### src/rtl/spi_rx_fifo_if.sv
// Bus bundle between the SPI receiver holding register, the RX FIFO and the core.
// SPI_RX_FIFO_LEVEL_EN adds the fill-level / almost-full signals.
interface spi_rx_fifo_if #(
   parameter int AW = 3
);
   logic          spi_dflag;
   logic [7:0]    spi_dout;
   logic          spi_read;
   logic [7:0]    rd_data;
   logic          rd_valid;
   logic          rd_ready;
   logic          full;
   logic          empty;
   logic          stall;
   logic          clear_stall;
`ifdef SPI_RX_FIFO_LEVEL_EN
   logic [AW:0]   level;
   logic [AW:0]   afull_thr;
   logic          afull;

   modport slave (
      input  spi_dflag, spi_dout, rd_ready, clear_stall, afull_thr,
      output spi_read, rd_data, rd_valid, full, empty, stall, level, afull
   );
   modport master (
      output spi_dflag, spi_dout, rd_ready, clear_stall, afull_thr,
      input  spi_read, rd_data, rd_valid, full, empty, stall, level, afull
   );
`else
   modport slave (
      input  spi_dflag, spi_dout, rd_ready, clear_stall,
      output spi_read, rd_data, rd_valid, full, empty, stall
   );
   modport master (
      output spi_dflag, spi_dout, rd_ready, clear_stall,
      input  spi_read, rd_data, rd_valid, full, empty, stall
   );
`endif
endinterface

### src/rtl/spi_rx_fifo.sv
// Pulls bytes out of the SPI receiver holding register into a small FIFO for the core.
// Optional macro SPI_RX_FIFO_LEVEL_EN exposes the fill level and a registered almost-full flag.
module spi_rx_fifo #(
   parameter int DEPTH = 8,
   parameter int AW    = 3
) (
   input  logic          clk,
   input  logic          reset,
   spi_rx_fifo_if.slave  bus
);

   typedef enum logic [1:0] {
      IDLE = 2'd0,
      READ = 2'd1,
      HOLD = 2'd2
   } state_t;

   localparam logic [AW:0] DEPTH_C = (AW+1)'(DEPTH);

   state_t        state_r;
   state_t        state_next_s;
   logic          spi_read_r;
   logic          stall_r;
   logic          stall_set_s;
   logic [AW-1:0] wptr_r;
   logic [AW-1:0] rptr_r;
   logic [AW:0]   count_r;
   logic [AW:0]   count_next_s;
   logic          full_s;
   logic          empty_s;
   logic          push_s;
   logic          pop_s;
   logic [7:0]    mem_r [DEPTH];

   assign full_s  = (count_r == DEPTH_C);
   assign empty_s = (count_r == {(AW+1){1'b0}});
   // The entry was reserved when IDLE saw !full, so the READ push is never blocked.
   assign push_s  = (state_r == READ);
   assign pop_s   = (!empty_s) && bus.rd_ready;

   // Next-state decode; HOLD ignores spi_dflag while the receiver drops its flag.
   always_comb begin
      state_next_s = state_r;
      stall_set_s  = 1'b0;
      case (state_r)
         IDLE: begin
            if (bus.spi_dflag && !full_s) begin
               state_next_s = READ;
            end else if (bus.spi_dflag && full_s) begin
               stall_set_s  = 1'b1;
            end else begin
               state_next_s = IDLE;
            end
         end
         READ:    state_next_s = HOLD;
         HOLD:    state_next_s = IDLE;
         default: state_next_s = IDLE;
      endcase
   end

   always_comb begin
      count_next_s = count_r;
      case ({push_s, pop_s})
         2'b10:   count_next_s = count_r + (AW+1)'(1);
         2'b01:   count_next_s = count_r - (AW+1)'(1);
         default: count_next_s = count_r;
      endcase
   end

   // State register and glitch-free strobe decoded from the next state.
   always_ff @(posedge clk) begin
      if (reset) begin
         state_r    <= IDLE;
         spi_read_r <= 1'b0;
      end else begin
         state_r    <= state_next_s;
         spi_read_r <= (state_next_s == READ);
      end
   end

   // Pointers, occupancy and the sticky stall flag; set beats clear.
   always_ff @(posedge clk) begin
      if (reset) begin
         wptr_r  <= {AW{1'b0}};
         rptr_r  <= {AW{1'b0}};
         count_r <= {(AW+1){1'b0}};
         stall_r <= 1'b0;
      end else begin
         if (push_s) begin
            wptr_r <= wptr_r + AW'(1);
         end
         if (pop_s) begin
            rptr_r <= rptr_r + AW'(1);
         end
         count_r <= count_next_s;
         if (stall_set_s) begin
            stall_r <= 1'b1;
         end else if (bus.clear_stall) begin
            stall_r <= 1'b0;
         end
      end
   end

   // Storage has no reset; an in-flight byte is dropped when reset hits during READ.
   always_ff @(posedge clk) begin
      if (!reset && push_s) begin
         mem_r[wptr_r] <= bus.spi_dout;
      end
   end

   assign bus.spi_read = spi_read_r;
   assign bus.rd_data  = mem_r[rptr_r];
   assign bus.rd_valid = !empty_s;
   assign bus.full     = full_s;
   assign bus.empty    = empty_s;
   assign bus.stall    = stall_r;

`ifdef SPI_RX_FIFO_LEVEL_EN
   logic afull_r;

   // Almost-full tracks the count that lands on the same edge.
   always_ff @(posedge clk) begin
      if (reset) begin
         afull_r <= 1'b0;
      end else begin
         afull_r <= (count_next_s >= bus.afull_thr);
      end
   end

   assign bus.level = count_r;
   assign bus.afull = afull_r;
`endif

endmodule

### src/flat_wrapper.sv
// flat-port wrapper written by rule: the top's interface ports become plain ports
module spi_rx_fifo_flat 
#(
   parameter int DEPTH = 8,
   parameter int AW    = 3
)
  (clk, reset, bus_spi_dflag, bus_spi_dout, bus_rd_ready, bus_clear_stall, bus_spi_read, bus_rd_data, bus_rd_valid, bus_full, bus_empty, bus_stall);
  spi_rx_fifo_if #(.AW(AW)) bus_i ();
  input  logic clk;
  input  logic reset;
  input wire logic [$bits(bus_i.spi_dflag)-1:0] bus_spi_dflag;
  input wire logic [$bits(bus_i.spi_dout)-1:0] bus_spi_dout;
  input wire logic [$bits(bus_i.rd_ready)-1:0] bus_rd_ready;
  input wire logic [$bits(bus_i.clear_stall)-1:0] bus_clear_stall;
  output wire logic [$bits(bus_i.spi_read)-1:0] bus_spi_read;
  output wire logic [$bits(bus_i.rd_data)-1:0] bus_rd_data;
  output wire logic [$bits(bus_i.rd_valid)-1:0] bus_rd_valid;
  output wire logic [$bits(bus_i.full)-1:0] bus_full;
  output wire logic [$bits(bus_i.empty)-1:0] bus_empty;
  output wire logic [$bits(bus_i.stall)-1:0] bus_stall;
  assign bus_i.spi_dflag = bus_spi_dflag;
  assign bus_i.spi_dout = bus_spi_dout;
  assign bus_i.rd_ready = bus_rd_ready;
  assign bus_i.clear_stall = bus_clear_stall;
  assign bus_spi_read = bus_i.spi_read;
  assign bus_rd_data = bus_i.rd_data;
  assign bus_rd_valid = bus_i.rd_valid;
  assign bus_full = bus_i.full;
  assign bus_empty = bus_i.empty;
  assign bus_stall = bus_i.stall;
  spi_rx_fifo #(.DEPTH(DEPTH), .AW(AW)) u_core (.clk(clk), .reset(reset), .bus(bus_i));
endmodule
### config.mk
export PLATFORM = sky130hd
export DESIGN_NAME = spi_rx_fifo_flat
export DESIGN_NICKNAME = d
export VERILOG_FILES = /design/src/rtl/spi_rx_fifo_if.sv /design/src/rtl/spi_rx_fifo.sv /design/src/flat_wrapper.sv
export SDC_FILE = /design/constraint.sdc
export NUM_CORES = 1
export LEC_CHECK = 0
export ABC_AREA = 1
export CORE_MARGIN = 4
export CORE_UTILIZATION = 57
export CTS_BUF_LIST = sky130_fd_sc_hd__clkbuf_16
export DETAILED_ROUTE_END_ITERATION = 12
export MAX_ROUTING_LAYER = met4
export PLACE_DENSITY = 0.88
export SETUP_SLACK_MARGIN = 0.05
export SKIP_CTS_REPAIR_TIMING = 1
export SLEW_MARGIN = 10
export SYNTH_ARGS = -nofsm -noshare
export SYNTH_HDL_FRONTEND = slang
export SYNTH_SLANG_ARGS = --single-unit
### constraint.sdc
create_clock -name clk -period 2 [get_ports clk]
set_clock_uncertainty 0.1 [all_clocks]
set_input_delay 0.4 -clock clk [delete_from_list [all_inputs] [get_ports clk]]
set_output_delay 0.4 -clock clk [all_outputs]
set_load 0.01 [all_outputs]
==> results of run 1 <==
## synth_stat cells
library cell and count:
o21ai_1 15, inv_1 17, xnor2_1 2, a21oi_1 8
buf_2 1, edfxtp_1 64, ha_1 5, nor2_1 50
nand2_1 42, mux2i_1 8, clkbuf_4 1, nor2_4 1
and3_1 1, nand3_2 1, nand3_1 7, nor2_2 2
o22ai_1 9, inv_2 3, buf_4 1, o21ai_0 26
buf_6 6, dfxtp_1 17
## metal layers
layer | up-vias | track usage (%) | wire [µm]
li1 | 1113 | - | -
met3 | 18 | 3.83 | 436
met1 | 1118 | 21.9 | 2740
met4 | 0 | 11.8 | 208
met5 | - | - | 0
met2 | 96 | 34.4 | 3710
## cell type report
type	instances	area share, %
clock buffers	9	5.43
multi-input cells	177	21.9
clock inverters	7	1.48
inverters	20	1.87
well taps	72	2.17
flip-flops and latches	81	54.8
repair buffers	54	12.4
## stage by stage
stage	cell area (µm²)	hold slack, ns	setup slack [ns]	setup TNS [ns]
CTS	4050	0.385	-0.546	-3.86
global placement	3760	0.360	-0.112	-0.316
detailed placement	3760	0.375	-0.181	-0.823
global route	4140	0.418	-0.201	-0.806
finish	4140	0.381	-0.130	-0.280
floorplan	3310	0.351	0.106	0
## power by group
| part | switching [mW] | internal, mW |
|---|---|---|
| Clock | 0.603 | 0.953 |
| Combinational | 0.901 | 0.783 |
| Sequential | 0.0901 | 1.93 |
## worst register-to-register path: stages (launching register included)
cell and delay [ns]:
dfxtp_1 0.32, nor2_2 0.15, nand3_2 0.11, nand2_2 0.08, inv_2 0.04, ha_2 0.18, nand2_1 0.06, inv_1 0.05
nor2_2 0.11, ha_2 0.19, a21oi_2 0.04, xnor2_1 0.12, o21ai_1 0.11, inv_1 0.04
## placed cells by master (no fill, tap or decap)
cell type and instances:
a21oi_2 1, mux2i_1 7, edfxtp_1 64, o21ai_0 20
mux2i_2 1, nand3_2 1, clkbuf_16 10, buf_2 3
xnor2_1 2, buf_6 6, clkbuf_2 4, inv_2 4
nand3_1 7, nor2_2 6, ha_2 2, and3_1 1
bufinv_16 1, ha_1 3, buf_12 2, nor2_1 46
dfxtp_1 15, clkinv_2 2, dfxtp_4 2, nand2_2 1
clkdlybuf4s50_1 14, o22ai_1 9, dlymetal6s2s_1 5, nor2_4 1
inv_4 2, buf_4 19, clkinvlp_4 1, nand2_1 41
inv_1 17, a21oi_1 7, o21ai_1 21
## final timing paths
check,endpoint,slack [ns],cells past startpoint
hold reg to reg,u_core.rptr_r[0],0.38,1
setup / recovery,bus_rd_data[0],-0.13,8
hold / removal,u_core.rptr_r[0],0.38,1
setup reg to reg,u_core.count_r[2],0.18,13
## logic make-up (layout without fill, tap and decap cells)
family,after synthesis,in the layout,share of synthesized area [%]
flip-flops,81,81,68.4
AO/OA/AOI/OAI,58,58,9.12
multiplexers,8,8,2.42
buffers and inverters,29,90,4.92
AND/OR/NAND/NOR,104,104,12.7
adder cells (fa/ha/maj),5,5,1.89
XOR/XNOR,2,2,0.530
## flip-flops by register name, indices dropped and copies added, names as in the netlist, named ones only
name                 flops
u_core.count_r           4
u_core.rptr_r            3
u_core.wptr_r            3
u_core.bus.stall         1
u_core.state_r           2
u_core.mem_r            64
u_core.bus.spi_read      1
==> flow_summary.json, run 1 <==
{
  "hp-class": "register to register",
  "cp-end-kind": "output port",
  "start_util_pct": 59.3,
  "rows": 27,
  "drtAntennaViolNets": 0,
  "period_minus_slack_ns": 2.13,
  "grt_pass1_vias": 2203,
  "ys_ff_latch": 81,
  "ys_types": 22,
  "cts_inserted_buffers": 9,
  "grt_antenna_before_repair": 0,
  "cp_data_required_time_ns": 1.50,
  "r2r_start": "u_core.count_r[1]",
  "yosysTopAreaCell": "edfxtp_1",
  "cap_violations": 0,
  "grt_setup_unrepaired": "true",
  "slew_headroom_pct": 75.5,
  "syn2layout_area_growth_pct": 25.3,
  "dp_cells": 399,
  "crit_buf_inv": 2,
  "fin_util_pct": 74.3,
  "cts_tree": "yes",
  "power_density_nw_per_um2": 1270,
  "worstMarginPinSlew_ns": 0.367,
  "cp_data_arrival_time_ns": 1.63,
  "synth_nets": 305,
  "multi_input_comb_area_um2": 907,
  "root_buffer": "clkbuf_16",
  "clkLatencyLatePin_ns": 0.33,
  "hold_violations": 0,
  "irDropWorstVdd_uv": 1040,
  "final_cells": 420,
  "clock_sinks": 81,
  "worst_slack_ns": -0.130,
  "cts_htree_levels": 3,
  "seq_area_um2": 2270,
  "violations": "negative setup slack",
  "vias_per_cell": 5.58,
  "grt_first_pass_wirelength_mm": 10.4,
  "die_area_um2": 7080,
  "fp.dieH_um": 84.2,
  "status": "finished with violations",
  "synth_area_per_cell_um2": 11.5,
  "nFillCells": 350,
  "clockBufferDepth": 2,
  "critical_path.max_stage_delay_ns": 0.39,
  "grt_overflow": 0,
  "dp_hpwl_mm": 4.29,
  "power_leakage_nw": 1.63,
  "yosysTopAreaCellShare_pct": 58.1,
  "path_max_fanout": 10,
  "drive_above_1_share_pct": 19.8,
  "num_vias": 2345,
  "grt_max_degree": 33,
  "critPathSlowestCell": "dfxtp_4",
  "nNetsFinal": 361,
  "worst-setup-path-type": "register to output port",
  "firstDrtPassIters": 4,
  "fmax_mhz": 469,
  "path_cells": "buf_6 -> nor2_1 -> nor2_1 -> o21ai_0 -> o21ai_1 -> nand2_1 -> nand2_1 -> dlymetal6s2s_1",
  "core_area_um2": 5570,
  "worstHoldStart": "u_core.rptr_r[0]",
  "grt_use_total_pct": 20.2,
  "ios": 26,
  "gp_congestion": 0.859,
  "netlist_instances": 287,
  "wl_per_cell_um": 16.9,
  "drc": 0,
  "ys_warn_count": 0,
  "period_share_pct": 107,
  "critPathTopFamily": "flip-flops",
  "antenna_cells": 0,
  "syn_area_um2": 3310,
  "clk_pin_slew_worst_paths_ns": 0.06,
  "power_mw": 5.26,
  "portBuffers": 25,
  "cp-start-kind": "register",
  "die_w_um": 84.2,
  "wl_mm": 7.09,
  "slew_viol_final": 0,
  "first_iter_violations": 173,
  "seq_area_frac_synth_pct": 68.4,
  "finalSetupViolations": 5,
  "synth_area_leaders": "edfxtp_1 (58%), dfxtp_1 (10%), nor2_1 (5.7%), nand2_1 (4.8%), o21ai_0 (3.9%)"
}
(Power assumes the default switching activity.)
==> run 2, diff against run 1 <==
CAP_MARGIN = 40   (was default)
==> results of run 2 <==
The final DEF is identical to that of run 1; final timing and power are the same.
